$ cat src/rtl/spike_port_initiator.sv
// Core-side initiator for one interconnect port: buffers spike writes in a FIFO,
// issues them under a grant handshake, and runs single outstanding reads with a timeout.
module spike_port_initiator #(
   parameter int ADDR_WIDTH = 2,
   parameter int DATA_WIDTH = 32,
   parameter int FIFO_DEPTH = 4,
   parameter int TIMEOUT    = 15
) (
   input  logic                          clk,
   input  logic                          reset,
   input  logic                          wr_valid,
   input  logic [ADDR_WIDTH-1:0]         wr_n_addr,
   input  logic [DATA_WIDTH-1:0]         wr_data,
   output logic                          wr_ready,
   input  logic                          rd_req,
   input  logic [ADDR_WIDTH-1:0]         rd_n_addr,
   output logic                          rd_busy,
   output logic                          rd_done,
   output logic [DATA_WIDTH-1:0]         rd_data,
   output logic                          rd_err,
   output logic [ADDR_WIDTH-1:0]         ic_n_addr_out,
   output logic [DATA_WIDTH-1:0]         ic_data_out,
   output logic                          ic_write_en,
   output logic                          ic_read_en,
   input  logic                          ic_grant,
   input  logic                          ic_resp_valid,
   input  logic [DATA_WIDTH-1:0]         ic_data_in,
   output logic [$clog2(FIFO_DEPTH):0]   fifo_count
);

   localparam int PTR_W = $clog2(FIFO_DEPTH);
   localparam int CNT_W = PTR_W + 1;
   localparam int TMR_W = $clog2(TIMEOUT + 1);

   typedef enum logic [1:0] {IDLE, WRITE, RD_REQ, RD_WAIT} state_t;

   state_t                  state_reg, state_next;
   logic [ADDR_WIDTH-1:0]   addr_mem [FIFO_DEPTH];
   logic [DATA_WIDTH-1:0]   data_mem [FIFO_DEPTH];
   logic [PTR_W-1:0]        wr_ptr_reg, rd_ptr_reg;
   logic [CNT_W-1:0]        count_reg, count_next;
   logic [ADDR_WIDTH-1:0]   rd_addr_reg, rd_addr_next;
   logic [TMR_W-1:0]        tmr_reg, tmr_next;
   logic [DATA_WIDTH-1:0]   rd_data_reg, rd_data_next;
   logic                    rd_done_reg, rd_done_next;
   logic                    rd_err_reg, rd_err_next;
   logic                    push, pop;

   // wr_ready comes from the registered count, so a pop cannot make room for a push in the same cycle
   assign wr_ready   = (count_reg != CNT_W'(FIFO_DEPTH));
   assign push       = wr_valid && wr_ready;
   assign fifo_count = count_reg;
   assign rd_data    = rd_data_reg;
   assign rd_done    = rd_done_reg;
   assign rd_err     = rd_err_reg;

   always_ff @(posedge clk) begin
      if (push) begin
         addr_mem[wr_ptr_reg] <= wr_n_addr;
         data_mem[wr_ptr_reg] <= wr_data;
      end
   end

   always_comb begin
      count_next = count_reg;
      case ({push, pop})
         2'b10:   count_next = count_reg + CNT_W'(1);
         2'b01:   count_next = count_reg - CNT_W'(1);
         default: count_next = count_reg;
      endcase
   end

   always_ff @(posedge clk or posedge reset) begin
      if (reset) begin
         state_reg   <= IDLE;
         wr_ptr_reg  <= '0;
         rd_ptr_reg  <= '0;
         count_reg   <= '0;
         rd_addr_reg <= '0;
         tmr_reg     <= '0;
         rd_data_reg <= '0;
         rd_done_reg <= 1'b0;
         rd_err_reg  <= 1'b0;
      end else begin
         state_reg   <= state_next;
         count_reg   <= count_next;
         rd_addr_reg <= rd_addr_next;
         tmr_reg     <= tmr_next;
         rd_data_reg <= rd_data_next;
         rd_done_reg <= rd_done_next;
         rd_err_reg  <= rd_err_next;
         if (push) wr_ptr_reg <= wr_ptr_reg + PTR_W'(1);
         if (pop)  rd_ptr_reg <= rd_ptr_reg + PTR_W'(1);
      end
   end

   // ic_* outputs depend only on registered state and FIFO storage, never on ic_grant
   always_comb begin
      state_next    = state_reg;
      pop           = 1'b0;
      rd_addr_next  = rd_addr_reg;
      tmr_next      = tmr_reg;
      rd_data_next  = rd_data_reg;
      rd_done_next  = 1'b0;
      rd_err_next   = 1'b0;
      ic_write_en   = 1'b0;
      ic_read_en    = 1'b0;
      ic_n_addr_out = '0;
      ic_data_out   = '0;
      rd_busy       = 1'b0;
      case (state_reg)
         IDLE: begin
            // an entry arriving this cycle still beats a pending read
            if (count_reg != '0 || push) begin
               state_next = WRITE;
            end else if (rd_req) begin
               state_next   = RD_REQ;
               rd_addr_next = rd_n_addr;
            end
         end
         WRITE: begin
            ic_write_en   = 1'b1;
            ic_n_addr_out = addr_mem[rd_ptr_reg];
            ic_data_out   = data_mem[rd_ptr_reg];
            if (ic_grant) begin
               pop = 1'b1;
               if (count_reg > CNT_W'(1) || push) state_next = WRITE;
               else                                state_next = IDLE;
            end
         end
         RD_REQ: begin
            ic_read_en    = 1'b1;
            ic_n_addr_out = rd_addr_reg;
            rd_busy       = 1'b1;
            if (ic_grant) begin
               state_next = RD_WAIT;
               tmr_next   = '0;
            end
         end
         RD_WAIT: begin
            rd_busy = 1'b1;
            if (ic_resp_valid) begin
               rd_data_next = ic_data_in;
               rd_done_next = 1'b1;
               state_next   = IDLE;
            end else if (tmr_reg == TMR_W'(TIMEOUT - 1)) begin
               rd_done_next = 1'b1;
               rd_err_next  = 1'b1;
               state_next   = IDLE;
            end else begin
               tmr_next = tmr_reg + TMR_W'(1);
            end
         end
         default: state_next = IDLE;
      endcase
   end

endmodule

$ cat config.mk
export PLATFORM = sky130hd
export DESIGN_NAME = spike_port_initiator
export DESIGN_NICKNAME = d
export VERILOG_FILES = /design/src/rtl/spike_port_initiator.sv
export SDC_FILE = /design/constraint.sdc
export NUM_CORES = 1
export LEC_CHECK = 0
export ABC_AREA = 0
export CAP_MARGIN = 20
export CELL_PAD_IN_SITES_DETAIL_PLACEMENT = 0
export CELL_PAD_IN_SITES_GLOBAL_PLACEMENT = 1
export CORE_ASPECT_RATIO = 0.6
export CORE_MARGIN = 3
export CORE_UTILIZATION = 43
export CTS_CLUSTER_DIAMETER = 200
export CTS_CLUSTER_SIZE = 10
export DETAILED_ROUTE_END_ITERATION = 16
export PLACE_DENSITY_LB_ADDON = 0.12
export SYNTH_ARGS = -nofsm -noshare
export SYNTH_HDL_FRONTEND = slang
export SYNTH_SLANG_ARGS = --single-unit
$ cat constraint.sdc
create_clock -name clk -period 3.3 [get_ports clk]
set_clock_uncertainty 0.2 [all_clocks]
set_input_delay 0.66 -clock clk [delete_from_list [all_inputs] [get_ports clk]]
set_output_delay 0.66 -clock clk [all_outputs]
set_load 0.05 [all_outputs]
==> qor.txt <==
f_max: 0.3188 GHz
Clk pwr share: 17.5%
sequential power share: 30.4%
TritonCTS clock tree: done
fin crit share: 95.06%
startpoint types: flip-flop
Power Internal: 6.750 mW
pwr/cell area: 1106 nW/um2
largest stage delay on the critical path: 800 ps
number of synthesized register bits: 185
cts repair resizes: 0
vias in the first global route: 4230
final instance area: 10170 um2
CTS Sinks: 185
chip height: 107.9 um
Syn Nets: 479
# diodes: 0
critical path class: flip-flop to output pin
vias: 4011
WL final: 15.30 mm
Hold Violations, Final: 0
Hold-fix buffers, CTS: 0
slowest CP cell: clkdlybuf4s50_1
Least-Margin Pin Slew: 539.3 ps
worst vdd ir: 0.6190 mV
Max Root-Sink Buffers: 2
GPL Wtd Cong: 0.7732
cell family with most CP delay: buffers and inverters
sw frac: 40.00%
clock slew at reported path FFs: 70 ps
unrepaired setup endpoints after global routing: false
Worst-Skew Late Latency: 420 ps
Initial Util: 44.86%
crit-path cells: inv_1 > ha_1 > or2_2 > clkdlybuf4s50_1
Top-Level Pins: 149
pin count of the biggest net entering global routing: 42
Routed Antenna Nets: 0
clk root buf: clkbuf_16
Max Slew Vio Count: 0
CP bufs+invs: 2
Setup crit end kind: output pin
area delta synth->final: 36.78%
placed cell area: 9598 um2
DRT Pass-1 Iters: 4
H-tree depth: 4
Tot GR Track Use: 17.27%
leakage power: 3.757 nW
grt total ovfl: 0
post-DR vias/cell: 5.071
Hold Crit Class: primary input to async pin
Residual DRC: 0
Cell Area, Synth: 7436 um2
die area: 18960 um2
crit path max fanout: 8
MaxCap Viol Count: 0
YS warnings: 0
Final setup viols: 0
port bufs: 148
Comb power frac: 52.0%
sequential-to-total area share from yosys stat: 71.41%
Synth Area per Inst: 19.12 um2
initial antenna violation count: 2
Mapped Cells: 389
DIE WIDTH: 175.8 um
drt wl/cell: 19.34 um
Distinct cells, synth: 35
layout cells sized above 1: 26.47%
Rel. slew slack: 63.94%
FF-to-FF End: fifo_count[2]$_DFFE_PP0P_
flop-to-flop setup slack: 990 ps
setup TNS: 0 ps
Crit path arrival time: 2280 ps
core box area: 16580 um2
Final Util: 61.36%
Post-CTS Setup Inserts: 0
WP data required: 2440 ps
status: finished, final reports clean
Final min period: 3137 ps
nets: 640
HPWL after DPL: 10.36 mm
CTS Buf Count: 17
Fin Hold WS: 259.1 ps
Worst R2R Path Depth: 8
switching power total: 4.500 mW
max reg flops: 128
R2R Path Start: state_reg[1]$_DFFE_PP0P_
first-pass GRT wire length: 24.04 mm
DRT iter0 DRCs: 278
row count: 36
-- kinds of logic (layout without fill, tap and decap cells) --
kind of cell | Yosys count | in the layout | share of synthesized area, %
DFF | 185 | 185 | 71.41
muxes | 71 | 71 | 16.17
and+or+nand+nor | 68 | 68 | 5.199
buffers and inverters | 27 | 201 | 2.238
adders and majority gates | 16 | 16 | 2.692
AOI/OAI and AO/OA | 16 | 16 | 1.582
xor gates and xnor gates | 6 | 6 | 0.7067
-- cells in the mapped netlist --
library cell	n	area (um2)
o221ai_1	1	8.760
a22oi_1	2	15.01
buf_2	7	35.03
mux2_2	35	394.1
nor3b_1	1	7.510
mux2i_1	2	20.02
or2_2	1	6.260
mux4_2	28	630.6
o211ai_1	2	15.01
buf_6	1	11.26
nand3_1	6	30.03
nand2_1	11	41.29
o21bai_1	1	7.510
clkbuf_1	5	18.77
a22o_1	2	17.52
and3_1	4	25.02
inv_1	11	41.29
xnor2_1	4	35.03
xor2_1	2	17.52
ha_1	16	200.2
o22ai_1	1	6.260
mux4_1	6	157.7
nor2_1	3	11.26
nand2b_1	1	6.260
nand3b_1	2	15.01
nand4_1	2	12.51
a31oi_2	1	12.51
edfxtp_1	136	4084
nor2b_1	3	18.77
a21boi_0	1	7.510
dfrtp_1	49	1226
o21ai_0	4	20.02
and2_1	34	212.7
buf_12	3	60.06
o31ai_1	1	7.510
-- cells in the final DEF, fill, tap and decap left out, types with 11 or more instances in the layout --
master,netlist,final
edfxtp_1,136,136
clkdlybuf4s50_1,0,113
dfrtp_1,49,47
buf_12,3,42
mux2_2,35,35
and2_1,34,34
mux4_2,28,28
clkbuf_16,0,17
ha_1,16,16
nand2_1,11,11
-- worst max path at each step --
stage                              start                        to  depth (start not counted)
6_report        state_reg[0]$_DFFE_PP0P_                   rd_busy                          4
4_1_cts         state_reg[0]$_DFFE_PP0P_                   rd_busy                          4
3_5_place_dp    state_reg[0]$_DFFE_PP0P_                   rd_busy                          4
5_1_grt         state_reg[0]$_DFFE_PP0P_                   rd_busy                          4
3_3_place_gp   rd_ptr_reg[0]$_DFFE_PP0P_           ic_data_out[31]                          4
2_1_floorplan  fifo_count[0]$_DFFE_PP0P_  addr_mem[1][0]$_DFFE_PP_                          4
-- cell type report --
class	instances	area [um2]
multi-input cells	177	1964
fillers	1225	6405
clock buffers	17	425.4
inverters	11	41.29
flip-flops and latches	185	5313
clock inverters	15	147.6
well taps	228	285.3
repair buffers	158	1994
-- power by group through the flow --
stage,combinational (mW),sequential (mW),clock [mW]
detailed placement,5.93,3.48,0
floorplan,2.78,4.08,0
finish,5.85,3.42,1.97
global placement,5.89,3.45,0
CTS,5.94,3.44,2.03
global route,6.12,3.50,2.14
-- per-layer routing --
layer | up-vias | routed length [um] | global-route usage (%)
li1 | 1826 | - | -
met1 | 2060 | 7016 | 24.31
met2 | 107 | 7108 | 25.52
met3 | 14 | 1043 | 5.743
met4 | 4 | 104 | 5.590
met5 | - | 27 | 0
-- per-stage QoR --
| step | std cells | total power [mW] | setup slack, ps |
|---|---|---|---|
| finish | 791 | 11.25 | 163.1 |
| global route | 791 | 11.76 | 36.88 |
| CTS | 791 | 11.41 | 105.1 |
| detailed placement | 759 | 9.408 | 590.2 |
| global placement | 759 | 9.340 | 649.2 |
| floorplan | 389 | 6.864 | 250.0 |
No activity file was read; power rests on OpenSTA's default activity.
==> RTL edit 1 (config.mk and constraints unchanged) <==
`rd_data_reg` no longer has a reset.
--- a/src/rtl/spike_port_initiator.sv
+++ b/src/rtl/spike_port_initiator.sv
@@ -80,3 +80,2 @@
          tmr_reg     <= '0;
-         rd_data_reg <= '0;
          rd_done_reg <= 1'b0;
@@ -88,3 +87,2 @@
          tmr_reg     <= tmr_next;
-         rd_data_reg <= rd_data_next;
          rd_done_reg <= rd_done_next;
@@ -94,2 +92,6 @@
       end
+   end
+
+   always_ff @(posedge clk) begin
+      rd_data_reg <= rd_data_next;
    end
Behaviour: differs if reset is asserted again (counterexample within 4 cycles, from zero or initial values and one cycle with reset high); with reset held inactive, the same outputs for 4 cycles.
==> RTL edit 1 against the unedited design <==
Synthesized cell count down 9.3%. Area after synthesis fell by 2.8%. Clock power decreased by 3%. Cell area decreased by 2.2%. Hold slack better by 0.055 ns. Wire length shrank 7.3%. Total power shrank 13%. Die area is 2.6% lower. Worst setup slack improved by 0.020 ns. Sequential cell count unchanged. Combinational power is 21% lower. Final cell count decreased by 4.3%. Count of clock-buffer cells in the layout is the same.
==> RTL edit 1: results (changes against the unedited design) <==
Outcome:
- The run finished with clean final reports.

Critical path:
- The number of cells traversed by the worst register-to-register path was 5 (-3).
- The maximum fanout along the worst path came to 6 (-2).
- The critical path's top delay family is buffers and inverters.
- The delay contributed by the slowest stage of the critical path was 0.84 ns (+0.04 ns).
- The critical path arrival is 2.26 ns (-0.02 ns).
- The register-to-register path setup slack is 1.01 ns (+0.02 ns).
- The critical path startpoint is fifo_count[0].

Synth:
- The synthesized net count is 443 (-7.5%).
- The average size of a mapped cell came to 20.5 um2 (+7.2%).
- The fraction of synthesized cell area in xor and xnor cells came to 0.00969 (+0.00262).
- The share of synthesized area occupied by flip-flops and latches is 0.757 (+0.0424).
- The count of flip-flops with a built-in enable after synthesis is 168 (+24%).
- The proportion of synthesized area in mux cells is 0.119 (-0.0423).
- Ranked by total cell area, the synthesized netlist is headed by edfxtp_1 70%, mux4_2 8.7%, dfrtp_1 5.9%.
- After synthesis, the most frequently instantiated cells are 168 x edfxtp_1, 36 x and2_1, 28 x mux4_2, 17 x dfrtp_1, 16 x ha_1.
- The adder and majority cell fraction of the synthesized area is 0.0277 (+0.000764).
- The area fraction in compound gates after synthesis is 0.0156 (-0.000243).
- The share of synthesized flip-flops with an asynchronous set or reset is 0.0919 (-0.173).
- The distinct cell type count of the synthesized netlist is 36 (+2.9%).
- The share of the synthesized area in the top cell type was 0.698 (+0.148).

Clock network:
- The clock tree buffer depth is 2 (unchanged).
- The tree is rooted in a clkbuf_16.
- The post-CTS clock slew at the launch and capture registers of the worst setup and hold paths is 0.07 ns (about the same).

Timing:
- The final worst hold slack is 0.314 ns (+0.0546 ns).
- The transition time of the tightest slew-check pin was 0.754 ns (+0.214 ns).

Global route:
- The aggregate global-route resource usage came to 0.163 (-0.00978).
- The number of antenna violations at the first check in global routing is 0 (-2).
- The global-route wire length before repair is 22.7 mm (-5.6%).
- The number of global-route vias before repair came to 4014 (-5.1%).
- The pin count of the biggest net entering global routing is 33 (-21%).

Pwr:
- The total net switching power is 3620 uW (-20%).
- The leakage power summed over all cells is 0.00350 uW (-6.8%).
- The maximum ir drop on the vdd rail is 512 uV (-17%).

Min path:
- The startpoint of the most critical hold path is rd_addr_reg[1].
- Along the worst hold path, the cell count comes to 1.
- The tightest min-delay check is of the register to register type.

Routing:
- The overall via count from detail_route is 3759 (-6.3%).
- The count of routing violations after the opening detailed-route iteration came to 276 (-0.72%).
- The average wire per cell in the routed design is 18.7 um (-3.1%).

Cells and area:
- The number of nets in the finished design was 606 (-5.3%).
- The final instance count without filler cells is 757 (-4.3%).
- The fraction of final layout cells with drive strength greater than 1 is 0.217 (-0.0473).
- The number of antenna diodes was 0 (unchanged).

Placed design:
- The HPWL after detailed placement is 9.53 mm (-8.0%).
- The placed cell count came to 725 (-4.5%).
- The area of placed instances is 9370 um2 (-2.3%).
- The final weighted congestion of routability-driven global placement is 0.713 (-7.8%).
RTL edit 1: cell types whose count changed after synthesis, sizes merged, moves of 6 or more:
cell / before / now
dfrtp: 49 / 17
edfxtp: 136 / 168
mux2: 35 / 4
nand2: 11 / 5
RTL edit 1: final timing paths:
check	endpoint
min in group asynchronous	state_reg[1]
min reg2reg	rd_addr_reg[1]
min	rd_addr_reg[1]
max reg2reg	data_mem[0][14]
max in group asynchronous	rd_ptr_reg[0]
max	wr_ready
RTL edit 1: cell type report:
cell class / count / area (um2)
clock buffers: 17 / 425
clock inverters: 15 / 143
fillers: 1197 / 6400
inverters: 13 / 48.8
multi-input cells: 141 / 1600
flip-flops and latches: 185 / 5480
well taps: 228 / 285
repair buffers: 158 / 1970
RTL edit 1: cell families after synthesis:
family,Yosys count
compound gates,16
xor+xnor,8
fa+ha+maj,16
buf+inv,27
flops,185
mux,41
simple gates,60
RTL edit 1: what timing repair did:
action                     in CTS  in global routing
gates resized for setup         0                  2
hold buffers                    0                  0
setup endpoints to repair       0                  4
RTL edit 1: stage by stage:
stage               power [uW]  utilization  setup slack [ns]
CTS                       9930        0.608            0.0834
finish                    9810        0.608             0.183
global placement          7960        0.573             0.548
global route             10200        0.608            0.0765
floorplan                 5890            -             0.255
detailed placement        7990        0.573             0.545
RTL edit 1: metal layers:
layer	global-route usage	vias to the layer above	share of wire
met2	0.243	108	0.46
li1	-	1709	-
met4	0.0486	0	0.012
met3	0.0471	15	0.061
met5	0	-	0
met1	0.234	1927	0.47
RTL edit 1: power groups by stage:
stage                     Clock [uW]  Combinational [uW]  Sequential (uW)
after floorplan                    0                2590             3310
after global placement             0                4670             3290
after detailed placement           0                4690             3300
after CTS                       1970                4700             3260
after global routing            2070                4860             3300
final                           1920                4640             3250
==> RTL edit 2 (same settings) <==
Without the edit above. The parameter `FIFO_DEPTH` goes from 4 to 2.
--- a/src/rtl/spike_port_initiator.sv
+++ b/src/rtl/spike_port_initiator.sv
@@ -5,3 +5,3 @@
    parameter int DATA_WIDTH = 32,
-   parameter int FIFO_DEPTH = 4,
+   parameter int FIFO_DEPTH = 2,
    parameter int TIMEOUT    = 15
Interface: changed (resized fifo_count); port bits go from 149 to 148. No check against the original RTL was run, so the function may have changed too.
==> RTL edit 2 against the unedited design <==
Critical path type unchanged. Sequential cell count decreased by 71. Total power decreased by 24%. Wire length decreased by 34%. Largest power group unchanged. Clock power decreased by 14%. Worst setup slack improved by 0.065 ns. Area after synthesis decreased by 37%. Core utilization increased by 9.8 points. Cell area decreased by 28%.
==> RTL edit 2: results (changes against the unedited design) <==
Global route:
- The number of antenna violations at the first check in global routing came to 0 (-2).
- The pin count of the biggest net entering global routing was 47 (+12%).
- The aggregate global-route resource usage is 0.178 (+0.00509).

Clock network:
- The source-to-sink clock delay at the later pin of the worst-skew pair was 0.40 ns (-0.02 ns).

Routing:
- The count of routing violations after the opening detailed-route iteration is 115 (-59%).
- The average wire per cell in the routed design is 16.5 um (-15%).

Pwr:
- The final total power is 8580 uW (-24%).
- The internal power of the cells came to 5050 uW (-25%).
- The leakage power summed over all cells is 0.00292 uW (-22%).
- The maximum ir drop on the vdd rail was 690 uV (+11%).

Cells and area:
- The sequential fraction of total cell area is 0.439 (-0.0833).
- The flip-flop count of the largest register after layout is 64 (-50%).
- The final-layout fill cell count was 668 (-45%).
- The fraction of area in clock buffers and inverters is 0.0776 (+0.0212).
- The number of multi-input combinational cells is 167 (-5.6%).
- The fraction of final layout cells with drive strength greater than 1 came to 0.245 (-0.0194).

Outcome:
- The run finished with clean final reports.

Synth:
- After synthesis, the cell types taking the most area are edfxtp_1 43%, dfrtp_1 25%, mux2_2 9.1%.
- The synthesized net count is 389 (-19%).
- The distinct cell type count of the synthesized netlist is 31 (-11%).
- The commonest cells after synthesis are 68 x edfxtp_1, 46 x dfrtp_1, 38 x mux2_2, 37 x nor2b_1, 32 x mux2i_1.
- The area fraction in compound gates after synthesis came to 0.0213 (+0.00550).
- The total of flip-flops plus latches after synthesis is 114 (-38%).
- The share of synthesized flip-flops with an asynchronous set or reset came to 0.404 (+0.139).
- The adder and majority cell fraction of the synthesized area is 0.0293 (+0.00239).

Min path:
- The classification of the worst-slack hold path is register to register.

Placed design:
- The count of input and output buffers is 147 (-0.68%).
- The HPWL after detailed placement is 7.10 mm (-31%).
- The final weighted congestion of routability-driven global placement is 0.854 (+10%).
RTL edit 2: layer usage:
| metal | part of all wire | vias to the layer above | track usage | routed length (um) |
|---|---|---|---|---|
| met2 | 0.47 | 90 | 0.266 | 4750 |
| met5 | 0 | - | 0 | 0 |
| met3 | 0.090 | 12 | 0.0834 | 905 |
| met4 | 0.012 | 0 | 0.0695 | 123 |
| met1 | 0.43 | 1437 | 0.226 | 4320 |
| li1 | - | 1423 | - | - |
RTL edit 2: path summary, 6_finish.rpt:
path,end,slack [ns]
worst max-delay path,rd_busy,0.23
worst min-delay path,rd_data[20],0.30
worst max register to register,fifo_count[1],1.01
worst min register to register,rd_data[20],0.30
max in group asynchronous,rd_ptr_reg,1.94
min in group asynchronous,rd_data[9],0.54
RTL edit 2: per-stage QoR:
| step | instance area, um2 | setup slack, ns | instances | hold slack [ns] |
|---|---|---|---|---|
| 5_1_grt | 7280 | 0.0407 | 612 | 0.329 |
| 3_3_place_gp | 6710 | 0.652 | 580 | 0.287 |
| 2_1_floorplan | 4700 | 0.238 | 304 | 0.278 |
| 3_5_place_dp | 6710 | 0.638 | 580 | 0.291 |
| 6_report | 7280 | 0.228 | 612 | 0.302 |
| 4_1_cts | 7280 | 0.186 | 612 | 0.304 |
RTL edit 2: cells by family after synthesis:
logic type,count (synthesis)
AO/OA/AOI/OAI,15
XOR/XNOR,4
adder cells (fa/ha/maj),11
buffers and inverters,23
flip-flops,114
multiplexers,70
AND/OR/NAND/NOR,67
RTL edit 2: worst register-to-register path, delay by kind of cell (launching register included):
kind / cells / cell delay (ns)
adder cells (fa/ha/maj): 2 / 0.88
flip-flops: 1 / 0.41
buffers and inverters: 2 / 0.35
AND/OR/NAND/NOR: 1 / 0.19
AO/OA/AOI/OAI: 1 / 0.18
